$ cat src/rtl/mem_access_unit_pkg.sv
// Shared constants, state encoding and small helpers for the load/store sequencer.
// Imported by the interface, the lane aligner and the top.
package mem_access_unit_pkg;

    localparam logic [2:0] F3_LB  = 3'b000;
    localparam logic [2:0] F3_LH  = 3'b001;
    localparam logic [2:0] F3_LW  = 3'b010;
    localparam logic [2:0] F3_LBU = 3'b100;
    localparam logic [2:0] F3_LHU = 3'b101;
    localparam logic [2:0] F3_SB  = 3'b000;
    localparam logic [2:0] F3_SH  = 3'b001;
    localparam logic [2:0] F3_SW  = 3'b010;

    localparam logic [15:0] MMIO_PREFIX_DEFAULT = 16'hffff;

    typedef enum logic [2:0] {
        ST_IDLE  = 3'd0,
        ST_READ  = 3'd1,
        ST_WRITE = 3'd2,
        ST_RESP  = 3'd3,
        ST_FAULT = 3'd4
    } state_e;

    typedef enum logic [1:0] {
        SZ_BYTE = 2'd0,
        SZ_HALF = 2'd1,
        SZ_WORD = 2'd2
    } size_e;

    // Unused funct3 encodings (x11) are treated as word accesses.
    function automatic size_e f3_size(input logic [2:0] f3);
        size_e sz;
        case (f3[1:0])
            2'b00:   sz = SZ_BYTE;
            2'b01:   sz = SZ_HALF;
            default: sz = SZ_WORD;
        endcase
        return sz;
    endfunction

    function automatic logic is_misaligned(input logic [2:0] f3, input logic [1:0] offset);
        logic mis;
        case (f3_size(f3))
            SZ_HALF: mis = offset[0];
            SZ_WORD: mis = (offset != 2'b00);
            default: mis = 1'b0;
        endcase
        return mis;
    endfunction

    function automatic logic [31:0] zext_store(input logic [2:0] f3, input logic [31:0] data);
        logic [31:0] res;
        case (f3_size(f3))
            SZ_BYTE: res = {24'd0, data[7:0]};
            SZ_HALF: res = {16'd0, data[15:0]};
            default: res = data;
        endcase
        return res;
    endfunction

endpackage

$ cat src/rtl/mem_access_unit_if.sv
// CPU request/response and data-memory port B signals of the load/store sequencer.
// Request handshake: a request is taken on a clock edge where req_valid and req_ready are both high.
interface mem_access_unit_if;
    import mem_access_unit_pkg::*;

    logic        req_valid;
    logic        req_ready;
    logic [2:0]  req_funct3;
    logic        req_write;
    logic [31:0] req_addr;
    logic [31:0] req_wdata;
    logic        resp_done;
    logic [31:0] resp_rdata;
    logic        resp_misaligned;
    logic [31:0] mem_addr;
    logic [31:0] mem_wdata;
    logic        mem_we;
    logic [31:0] mem_rdata;
    state_e      dbg_state;

    modport slave (
        input  req_valid, req_funct3, req_write, req_addr, req_wdata, mem_rdata,
        output req_ready, resp_done, resp_rdata, resp_misaligned,
               mem_addr, mem_wdata, mem_we, dbg_state
    );

    modport master (
        output req_valid, req_funct3, req_write, req_addr, req_wdata, mem_rdata,
        input  req_ready, resp_done, resp_rdata, resp_misaligned,
               mem_addr, mem_wdata, mem_we, dbg_state
    );

endinterface

$ cat src/rtl/mem_access_unit_byte_lane_align.sv
// Combinational byte-lane logic: extracts and extends load data, and merges
// sub-word store data into a previously read word.
module byte_lane_align
    import mem_access_unit_pkg::*;
(
    input  logic [31:0] i_word,
    input  logic [1:0]  i_offset,
    input  logic [2:0]  i_funct3,
    input  logic [31:0] i_new_data,
    output logic [31:0] o_load_data,
    output logic [31:0] o_store_word
);

    logic [31:0] w_shifted;
    logic        w_unsigned;
    size_e       w_size;

    assign w_shifted  = i_word >> {i_offset, 3'b000};
    assign w_unsigned = i_funct3[2];
    assign w_size     = f3_size(i_funct3);

    always_comb begin
        o_load_data = i_word;
        case (w_size)
            SZ_BYTE: o_load_data = w_unsigned ? {24'd0, w_shifted[7:0]}
                                              : {{24{w_shifted[7]}}, w_shifted[7:0]};
            SZ_HALF: o_load_data = w_unsigned ? {16'd0, w_shifted[15:0]}
                                              : {{16{w_shifted[15]}}, w_shifted[15:0]};
            default: o_load_data = i_word;
        endcase
    end

    // Only the addressed lane changes; the rest of the old word is written back as read.
    always_comb begin
        o_store_word = i_word;
        case (w_size)
            SZ_BYTE: o_store_word[{i_offset, 3'b000} +: 8]     = i_new_data[7:0];
            SZ_HALF: o_store_word[{i_offset[1], 4'b0000} +: 16] = i_new_data[15:0];
            default: o_store_word = i_new_data;
        endcase
    end

endmodule

$ cat src/rtl/mem_access_unit.sv
// Load/store sequencer in front of data-memory port B: aligned word accesses,
// read-modify-write for sub-word RAM stores, direct sub-word MMIO stores.
module mem_access_unit
    import mem_access_unit_pkg::*;
#(
    parameter int          READ_LATENCY = 1,
    parameter logic [15:0] MMIO_PREFIX  = MMIO_PREFIX_DEFAULT
)(
    input  logic              clk,
    input  logic              reset,
    mem_access_unit_if.slave  bus
);

    localparam logic [1:0] LAT_M1 = 2'(READ_LATENCY - 1);

    state_e      r_state;
    logic [1:0]  r_cnt;
    logic [1:0]  r_offset;
    logic [2:0]  r_funct3;
    logic [31:0] r_wdata;
    logic        r_write;
    logic [31:0] r_mem_addr;
    logic [31:0] r_mem_wdata;
    logic        r_mem_we;
    logic        r_resp_done;
    logic [31:0] r_resp_rdata;
    logic        r_resp_misaligned;

    logic        w_accept;
    logic        w_misaligned;
    logic        w_is_mmio;
    logic        w_direct_write;
    logic [31:0] w_load_data;
    logic [31:0] w_store_word;

    assign w_accept       = bus.req_valid && (r_state == ST_IDLE);
    assign w_misaligned   = is_misaligned(bus.req_funct3, bus.req_addr[1:0]);
    assign w_is_mmio      = (bus.req_addr[31:16] == MMIO_PREFIX);
    // Word stores and MMIO stores skip the read; only sub-word RAM stores need RMW.
    assign w_direct_write = (f3_size(bus.req_funct3) == SZ_WORD) || w_is_mmio;

    byte_lane_align u_align (
        .i_word       (bus.mem_rdata),
        .i_offset     (r_offset),
        .i_funct3     (r_funct3),
        .i_new_data   (r_wdata),
        .o_load_data  (w_load_data),
        .o_store_word (w_store_word)
    );

    always_ff @(posedge clk) begin
        if (reset) begin
            r_state           <= ST_IDLE;
            r_cnt             <= 2'd0;
            r_offset          <= 2'd0;
            r_funct3          <= 3'd0;
            r_wdata           <= 32'd0;
            r_write           <= 1'b0;
            r_mem_addr        <= 32'd0;
            r_mem_wdata       <= 32'd0;
            r_mem_we          <= 1'b0;
            r_resp_done       <= 1'b0;
            r_resp_rdata      <= 32'd0;
            r_resp_misaligned <= 1'b0;
        end else begin
            case (r_state)
                ST_IDLE: begin
                    if (w_accept) begin
                        r_offset   <= bus.req_addr[1:0];
                        r_funct3   <= bus.req_funct3;
                        r_wdata    <= bus.req_wdata;
                        r_write    <= bus.req_write;
                        r_mem_addr <= {bus.req_addr[31:2], 2'b00};
                        if (w_misaligned) begin
                            r_state           <= ST_FAULT;
                            r_resp_done       <= 1'b1;
                            r_resp_misaligned <= 1'b1;
                            r_resp_rdata      <= 32'd0;
                        end else if (bus.req_write && w_direct_write) begin
                            r_state     <= ST_WRITE;
                            r_mem_we    <= 1'b1;
                            r_mem_wdata <= zext_store(bus.req_funct3, bus.req_wdata);
                            if (w_is_mmio) begin
                                r_mem_addr <= bus.req_addr;
                            end
                        end else begin
                            r_state <= ST_READ;
                            r_cnt   <= LAT_M1;
                        end
                    end
                end

                ST_READ: begin
                    if (r_cnt == 2'd0) begin
                        if (r_write) begin
                            r_state     <= ST_WRITE;
                            r_mem_we    <= 1'b1;
                            r_mem_wdata <= w_store_word;
                        end else begin
                            r_state      <= ST_RESP;
                            r_resp_rdata <= w_load_data;
                            r_resp_done  <= 1'b1;
                        end
                    end else begin
                        r_cnt <= r_cnt - 2'd1;
                    end
                end

                ST_WRITE: begin
                    r_state           <= ST_RESP;
                    r_mem_we          <= 1'b0;
                    r_resp_done       <= 1'b1;
                    r_resp_misaligned <= 1'b0;
                end

                ST_RESP: begin
                    r_state     <= ST_IDLE;
                    r_resp_done <= 1'b0;
                end

                ST_FAULT: begin
                    r_state           <= ST_IDLE;
                    r_resp_done       <= 1'b0;
                    r_resp_misaligned <= 1'b0;
                end

                default: begin
                    r_state     <= ST_IDLE;
                    r_mem_we    <= 1'b0;
                    r_resp_done <= 1'b0;
                end
            endcase
        end
    end

    assign bus.req_ready       = (r_state == ST_IDLE);
    assign bus.resp_done       = r_resp_done;
    assign bus.resp_rdata      = r_resp_rdata;
    assign bus.resp_misaligned = r_resp_misaligned;
    assign bus.mem_addr        = r_mem_addr;
    assign bus.mem_wdata       = r_mem_wdata;
    assign bus.mem_we          = r_mem_we;
    assign bus.dbg_state       = r_state;

endmodule

$ cat src/flat_wrapper.sv
// flat-port wrapper written by rule: the top's interface ports become plain ports
module mem_access_unit_flat import mem_access_unit_pkg::*;
#(
    parameter int          READ_LATENCY = 1,
    parameter logic [15:0] MMIO_PREFIX  = MMIO_PREFIX_DEFAULT
)
  (clk, reset, bus_req_valid, bus_req_funct3, bus_req_write, bus_req_addr, bus_req_wdata, bus_mem_rdata, bus_req_ready, bus_resp_done, bus_resp_rdata, bus_resp_misaligned, bus_mem_addr, bus_mem_wdata, bus_mem_we, bus_dbg_state);
  mem_access_unit_if bus_i ();
  input  logic clk;
  input  logic reset;
  input wire logic [$bits(bus_i.req_valid)-1:0] bus_req_valid;
  input wire logic [$bits(bus_i.req_funct3)-1:0] bus_req_funct3;
  input wire logic [$bits(bus_i.req_write)-1:0] bus_req_write;
  input wire logic [$bits(bus_i.req_addr)-1:0] bus_req_addr;
  input wire logic [$bits(bus_i.req_wdata)-1:0] bus_req_wdata;
  input wire logic [$bits(bus_i.mem_rdata)-1:0] bus_mem_rdata;
  output wire logic [$bits(bus_i.req_ready)-1:0] bus_req_ready;
  output wire logic [$bits(bus_i.resp_done)-1:0] bus_resp_done;
  output wire logic [$bits(bus_i.resp_rdata)-1:0] bus_resp_rdata;
  output wire logic [$bits(bus_i.resp_misaligned)-1:0] bus_resp_misaligned;
  output wire logic [$bits(bus_i.mem_addr)-1:0] bus_mem_addr;
  output wire logic [$bits(bus_i.mem_wdata)-1:0] bus_mem_wdata;
  output wire logic [$bits(bus_i.mem_we)-1:0] bus_mem_we;
  output wire logic [$bits(bus_i.dbg_state)-1:0] bus_dbg_state;
  assign bus_i.req_valid = bus_req_valid;
  assign bus_i.req_funct3 = bus_req_funct3;
  assign bus_i.req_write = bus_req_write;
  assign bus_i.req_addr = bus_req_addr;
  assign bus_i.req_wdata = bus_req_wdata;
  assign bus_i.mem_rdata = bus_mem_rdata;
  assign bus_req_ready = bus_i.req_ready;
  assign bus_resp_done = bus_i.resp_done;
  assign bus_resp_rdata = bus_i.resp_rdata;
  assign bus_resp_misaligned = bus_i.resp_misaligned;
  assign bus_mem_addr = bus_i.mem_addr;
  assign bus_mem_wdata = bus_i.mem_wdata;
  assign bus_mem_we = bus_i.mem_we;
  assign bus_dbg_state = bus_i.dbg_state;
  mem_access_unit #(.READ_LATENCY(READ_LATENCY), .MMIO_PREFIX(MMIO_PREFIX)) u_core (.clk(clk), .reset(reset), .bus(bus_i));
endmodule
$ cat config.mk
export PLATFORM = sky130hd
export DESIGN_NAME = mem_access_unit_flat
export DESIGN_NICKNAME = d
export VERILOG_FILES = /design/src/rtl/mem_access_unit_pkg.sv /design/src/rtl/mem_access_unit_if.sv /design/src/rtl/mem_access_unit_byte_lane_align.sv /design/src/rtl/mem_access_unit.sv /design/src/flat_wrapper.sv
export SDC_FILE = /design/constraint.sdc
export NUM_CORES = 1
export LEC_CHECK = 0
export BUFFER_PORTS_ARGS = -buffer_cell sky130_fd_sc_hd__buf_4
export CAP_MARGIN = 25
export CORE_MARGIN = 1.5
export CORE_UTILIZATION = 52
export DETAILED_ROUTE_END_ITERATION = 10
export MAX_ROUTING_LAYER = met4
export PLACE_DENSITY = 0.83
export SLEW_MARGIN = 20
export SYNTH_ARGS = -nofsm -noshare
export SYNTH_HDL_FRONTEND = slang
export SYNTH_SLANG_ARGS = --single-unit
$ cat constraint.sdc
create_clock -name clk -period 3.2 [get_ports clk]
set_clock_uncertainty 0.15 [all_clocks]
set_input_delay 0.64 -clock clk [delete_from_list [all_inputs] [get_ports clk]]
set_output_delay 0.64 -clock clk [all_outputs]
set_load 0.02 [all_outputs]
==> results of run 1 <==
## power by group through the flow
stage          registers [W]  logic [W]  clock network [W]
5_1_grt              0.00207    0.00138            0.00211
3_5_place_dp         0.00209    0.00125                  0
4_1_cts              0.00205    0.00126            0.00202
2_1_floorplan        0.00217   0.000674                  0
6_report             0.00205    0.00128            0.00202
3_3_place_gp         0.00208    0.00123                  0
## layout make-up
class / count / area, sq um
Clock inverter: 14 / 168.9
Tap cell: 172 / 215.2
Sequential cell: 142 / 2843
Timing Repair Buffer: 223 / 1674
Multi-Input combinational cell: 615 / 3645
Inverter: 24 / 90.09
Fill cell: 996 / 3709
Clock buffer: 18 / 429.2
## Yosys cell counts (all sizes together) (11+ instances only)
master and instances:
a21oi 126, a221o 24, a221oi 11, buf 31, clkbuf 44, dfxtp 142, inv 23, mux2i 12
nand2 217, nand3 19, nor2 21, o21ai 39, o22ai 16, o32ai 23
## cell usage in the layout (no fill, tap or decap), types with 3 or more instances in the layout
| cell type | n |
|---|---|
| clkbuf_16 | 17 |
| dfxtp_1 | 142 |
| ha_1 | 6 |
| o211ai_1 | 9 |
| nand2b_1 | 3 |
| a221oi_1 | 11 |
| o32ai_2 | 11 |
| a221o_1 | 24 |
| nand2_1 | 217 |
| inv_1 | 23 |
| nor2_1 | 19 |
| nor3_1 | 4 |
| nor2b_1 | 5 |
| a22oi_1 | 3 |
| nand4_1 | 3 |
| buf_4 | 223 |
| bufinv_16 | 3 |
| a21oi_1 | 125 |
| o22ai_1 | 16 |
| o221ai_1 | 6 |
| o21ai_0 | 38 |
| a222oi_1 | 6 |
| a32oi_1 | 7 |
| clkinvlp_4 | 5 |
| mux2_2 | 7 |
| mux2i_1 | 12 |
| clkinv_2 | 3 |
| nand3_1 | 18 |
| o32ai_1 | 12 |
| nor3b_1 | 8 |
## routing by layer
metal,share of wire [%],routed length (um)
met5,0,0
met4,3.0,691
met3,11,2524
met2,45,10250
met1,41,9253
## logic make-up (layout without fill, tap and decap cells)
| group | count (synthesis) | after routing | share of synthesized area, % |
|---|---|---|---|
| muxes | 20 | 20 | 3.209 |
| xor gates and xnor gates | 1 | 1 | 0.1269 |
| AOI/OAI and AO/OA | 288 | 288 | 28.70 |
| adders and majority gates | 6 | 6 | 1.088 |
| and+or+nand+nor | 300 | 300 | 19.24 |
| buffers and inverters | 99 | 279 | 6.454 |
| DFF | 142 | 142 | 41.19 |
## metrics by stage
stage	util (%)	instances	instance area, sq um	total power, W
finish	70.97	1208	9065	0.005358
global route	70.97	1208	9065	0.005554
CTS	70.85	1208	9050	0.005322
detailed placement	66.17	1176	8452	0.003332
global placement	66.17	1176	8452	0.003311
floorplan	-	856	6902	0.002840
## path summary, 6_finish.rpt
path	slack, ps	from	cells after the start	to
worst max register to register	630	u_core.r_offset[0]	6	u_core.bus.resp_rdata[28]
worst min-delay path	280	u_core.bus.resp_rdata[13]	2	u_core.bus.resp_rdata[13]
worst min register to register	280	u_core.bus.resp_rdata[13]	2	u_core.bus.resp_rdata[13]
worst max-delay path	630	u_core.r_offset[0]	6	u_core.bus.resp_rdata[28]
## flip-flops by register name, summed over array words and instances, names as in the netlist
register,cells
u_core.r_cnt,2
u_core.bus.dbg_state,3
u_core.r_offset,2
u_core.bus.mem_we,1
u_core.r_wdata,32
u_core.bus.mem_addr,32
u_core.r_write,1
u_core.bus.resp_misaligned,1
u_core.bus.mem_wdata,32
u_core.bus.resp_done,1
u_core.bus.resp_rdata,32
u_core.r_funct3,3
## worst reg2reg max path, stage by stage, from the launching register on
cell and delay, ps:
dfxtp_1 330, buf_4 250, nor2b_1 500, o2bb2ai_1 200
mux2i_1 130, nor4_4 720, a221o_1 220
==> impl_metrics.env, run 1 <==
export IMPL_met1_usage_pct=42.97
export IMPL_grt_antenna_before_repair=0
export IMPL_ant_nets=0
export IMPL_hold_class="reg -> reg"
export IMPL_grt_max_degree=82
export IMPL_syn2layout_area_growth_pct=31.35
export IMPL_drv_slew=0
export IMPL_synth_largest_area_cell="dfxtp_1"
export IMPL_seqPwrFrac_pct=38.3
export IMPL_rsz0062_at_grt="false"
export IMPL_dp_final_hpwl_mm=15.81
export IMPL_clk_pin_slew_ps=60
export IMPL_post_cts_setup_buffers=0
export IMPL_cts_made_buffers=17
export IMPL_die_w_um=118.2
export IMPL_clk_latency_ps=430
export IMPL_grt_ovfl_total=0
export IMPL_crit_required_ps=3420
export IMPL_layout_drive_gt1_share_pct=27.90
export IMPL_core_sq_um=12770
export IMPL_firstDrtPassIters=5
export IMPL_vias_per_cell=6.104
export IMPL_yosysSeqAreaShare_pct=41.19
export IMPL_cp_cell_sequence="buf_4, nor2b_1, o2bb2ai_1, mux2i_1, nor4_4, a221o_1"
export IMPL_arrival_ps=2790
export IMPL_fmax_mhz=389.0
export IMPL_gp_congestion=0.9479
export IMPL_synth_area_leaders="dfxtp_1, nand2_1, a21oi_1"
export IMPL_p_sw_w=0.001718
export IMPL_remaining_drc_errors=0
export IMPL_synth_main_ff_cell="dfxtp_1"
export IMPL_start_kind="register"
export IMPL_synth_nets=965
export IMPL_final_setup_viol_count=0
export IMPL_syn_area_sq_um=6902
export IMPL_period_needed_ps=2570
export IMPL_grt_busiest_layer="met2"
export IMPL_slowest_delay_ps=720
export IMPL_avgRoutedWirePerCell_um=18.81
export IMPL_final_setup_worst_slack_ps=629.6
export IMPL_final_hold_violation_count=0
export IMPL_io_pins=206
export IMPL_syn_area_per_cell_sq_um=8.063
export IMPL_diodes=0
export IMPL_yosysUniqueCellTypes=61
export IMPL_outcome="finished, final reports clean"
export IMPL_drt_iter0_drc=1004
export IMPL_synth_top_area_share_pct=41.19
export IMPL_totalWireLength_mm=22.72
export IMPL_tightestPinTransition_ps=875.1
export IMPL_hold_buffers=0
export IMPL_io_buffers=205
export IMPL_htreeDepth=4
export IMPL_dr_total_vias=7374
export IMPL_met2_usage_pct=48.62
export IMPL_p_int_w=0.003641
export IMPL_grtUsageMet3_pct=8.349
export IMPL_grt_first_pass_wirelength_mm=35.69
export IMPL_synthArstFlopShare_pct=0
export IMPL_cp_top_family="simple AND/OR/NAND/NOR gates"
export IMPL_die_area_sq_um=13970
export IMPL_hold_slack_ps=284.5
export IMPL_die_h_um=118.2
export IMPL_clockRootBuffer="clkbuf_16"
export IMPL_start_util_pct=54.03
export IMPL_rows=41
export IMPL_synth_edf_count=0
export IMPL_cts_tree="done"
export IMPL_pwr_share_clk_pct=37.7
export IMPL_ys_ff_latch=142
export IMPL_syn_instance_count=856
export IMPL_critPathBufInv=1
export IMPL_maxCapViolCount=0
export IMPL_clk_path_buf_depth=2
export IMPL_cts_sinks=142
export IMPL_grt_util_all_layers_pct=32.86
export IMPL_fin_nets=1132
export IMPL_cts_resized=0
export IMPL_p_comb_share_pct=24.0
export IMPL_power_leakage_nw=3.692
export IMPL_cp_slowest_cell="nor4_4"
export IMPL_final_setup_tns_ps=0
export IMPL_yosysWarnings=0
export IMPL_grt_pass1_vias=6694
export IMPL_ir_drop_v=0.0004049
export IMPL_crit_path_max_fanout=24
export IMPL_switching_share_pct=32.05
export IMPL_cellPowerDensity_nw_per_um2=591.1
export IMPL_cp_end_kind="register"
export IMPL_preCtsSetupSlack_ps=549.3
export IMPL_slew_headroom_pct=41.66
export IMPL_final_period_utilization_pct=80.33
export IMPL_path_class="reg -> reg"
Note: power is estimated with default switching activity, not from simulation.
==> run 2: changes to the inputs <==
- CORE_UTILIZATION: 52 -> 47
- PLACE_DENSITY: 0.83 -> 0.8
- clock period: 3.2 -> 2.3 ns (I/O delays scaled with it)
==> run 2 against run 1 <==
Compared with the run above:
- fmax rose by 17%
- critical path type unchanged
- sequential cell count is the same
- cell count rose by 3.2%
==> impl_metrics.env, run 2 (synthesized netlist as in run 1, its figures left out) <==
export IMPL_gp_congestion=0.9282
export IMPL_stdcell_area_sq_um=9359
export IMPL_dr_total_vias=7462
export IMPL_fin_nets=1161
export IMPL_final_setup_tns_ps=0
export IMPL_diodes=0
export IMPL_path_class="reg -> reg"
export IMPL_grt_antenna_before_repair=0
export IMPL_post_cts_setup_buffers=0
export IMPL_io_buffers=205
export IMPL_reg2reg_depth=8
export IMPL_hold_buffers=0
export IMPL_final_period_utilization_pct=95.77
export IMPL_core_sq_um=14420
export IMPL_final_common_cell="buf_4"
export IMPL_clk_path_buf_depth=2
export IMPL_final_setup_worst_slack_ps=97.37
export IMPL_start_kind="register"
export IMPL_dp_final_hpwl_mm=16.56
export IMPL_met1_usage_pct=38.02
export IMPL_power_leakage_nw=3.865
export IMPL_cp_slowest_cell="dfxtp_1"
export IMPL_min_from="reset"
export IMPL_slowest_delay_ps=340
export IMPL_ant_nets=0
export IMPL_cellPowerDensity_nw_per_um2=809.7
export IMPL_grtUsageMet3_pct=8.562
export IMPL_avgRoutedWirePerCell_um=18.93
export IMPL_rsz0062_at_grt="false"
export IMPL_r2r_start="u_core.r_offset[1]"
export IMPL_place_area_sq_um=8727
export IMPL_cp_cell_sequence="inv_1, ha_1, and4bb_2, a221oi_1, a2111oi_2, buf_4, a311oi_1, a211oi_1"
export IMPL_htreeDepth=4
export IMPL_firstDrtPassIters=7
export IMPL_period_needed_ps=2203
export IMPL_maxCapViolCount=0
export IMPL_cts_made_buffers=17
export IMPL_hold_class="in -> reg"
export IMPL_tightestPinTransition_ps=743.5
export IMPL_outcome="finished, final reports clean"
export IMPL_layout_common_cells="buf_4, nand2_1, dfxtp_1, a21oi_1, o21ai_0"
export IMPL_crit_path_max_fanout=4
export IMPL_clk_pin_slew_ps=60
export IMPL_drt_iter0_drc=705
export IMPL_rrSetupSlack_ps=100
export IMPL_nFillCells=1257
export IMPL_arrival_ps=2390
export IMPL_final_hold_violation_count=0
export IMPL_cp_top_family="compound AO/OA/AOI/OAI gates"
export IMPL_p_total_w=0.007578
export IMPL_grt_max_degree=70
export IMPL_io_pins=206
export IMPL_layout_drive_gt1_share_pct=29.63
export IMPL_remaining_drc_errors=0
export IMPL_grt_pass1_vias=6949
export IMPL_grt_ovfl_total=0
export IMPL_grt_util_all_layers_pct=31.26
export IMPL_final_util_pct=64.89
export IMPL_die_h_um=124.2
export IMPL_ir_drop_v=0.0005299
export IMPL_worstHoldEndpoint="u_core.r_write"
export IMPL_rr_endpoint="u_core.bus.mem_wdata[30]"
export IMPL_cts_tree="done"
export IMPL_totalWireLength_mm=23.60
export IMPL_slew_headroom_pct=50.44
export IMPL_preCtsSetupSlack_ps=-199.1
export IMPL_clockRootBuffer="clkbuf_16"
export IMPL_grt_first_pass_wirelength_mm=35.79
export IMPL_vias_per_cell=5.984
export IMPL_final_setup_viol_count=0
export IMPL_rows=44
export IMPL_syn2layout_area_growth_pct=35.61
export IMPL_clk_latency_ps=430
export IMPL_die_w_um=124.2
export IMPL_critPathBufInv=2
export IMPL_holdPathStages=2
export IMPL_met2_usage_pct=49.31
export IMPL_grt_busiest_layer="met2"
export IMPL_crit_required_ps=2490
export IMPL_fmax_mhz=454.0
export IMPL_drv_slew=0
export IMPL_cp_end_kind="register"
export IMPL_cts_sinks=142
export IMPL_die_area_sq_um=15420
export IMPL_start_util_pct=47.85
## run 2: final cells by class
class,count,area (sq um),area share (%)
inverter,24,90.09,0.9626
sequential,142,2843,30.37
clock inverter,10,138.9,1.484
multi-input combinational,616,3666,39.17
timing repair buffer,251,1934,20.67
tap,184,230.2,2.460
clock buffer,20,456.7,4.880
## run 2: worst max-delay path by stage
stage,from,to,cells past startpoint
after global placement,bus_req_funct3[1],u_core.bus.mem_wdata[11],6
final,u_core.r_offset[1],u_core.bus.mem_wdata[30],8
after CTS,u_core.r_offset[1],u_core.bus.mem_wdata[30],8
after floorplan,u_core.r_offset[1],u_core.bus.mem_wdata[30],10
after detailed placement,bus_req_funct3[1],u_core.bus.mem_wdata[14],6
after global routing,u_core.r_offset[0],u_core.bus.mem_wdata[30],9
## run 2: metrics by stage
stage	instances	hold slack (ps)
floorplan	856	286.0
global placement	1216	286.3
detailed placement	1216	289.7
CTS	1247	81.28
global route	1247	97.30
finish	1247	108.6
## run 2: what timing repair did
| item | 4_1_cts | 5_1_grt |
|---|---|---|
| pin swaps | 1 | 0 |
| setup endpoints to repair | 24 | 20 |
| resized for setup | 1 | 3 |
| gates cloned | 1 | 0 |
## run 2: report_power, final
group          internal [W]  total [W]  leakage (nW)  switching, W
clock network       0.00175    0.00281         0.292       0.00106
registers           0.00267    0.00283          1.16      0.000160
logic              0.000774    0.00193          2.42       0.00116
## run 2: per-layer routing
| metal | vias to the layer above | share of wire (%) |
|---|---|---|
| met1 | 3515 | 40 |
| li1 | 3478 | - |
| met5 | - | 0 |
| met2 | 413 | 47 |
| met3 | 56 | 9.7 |
| met4 | 0 | 2.9 |
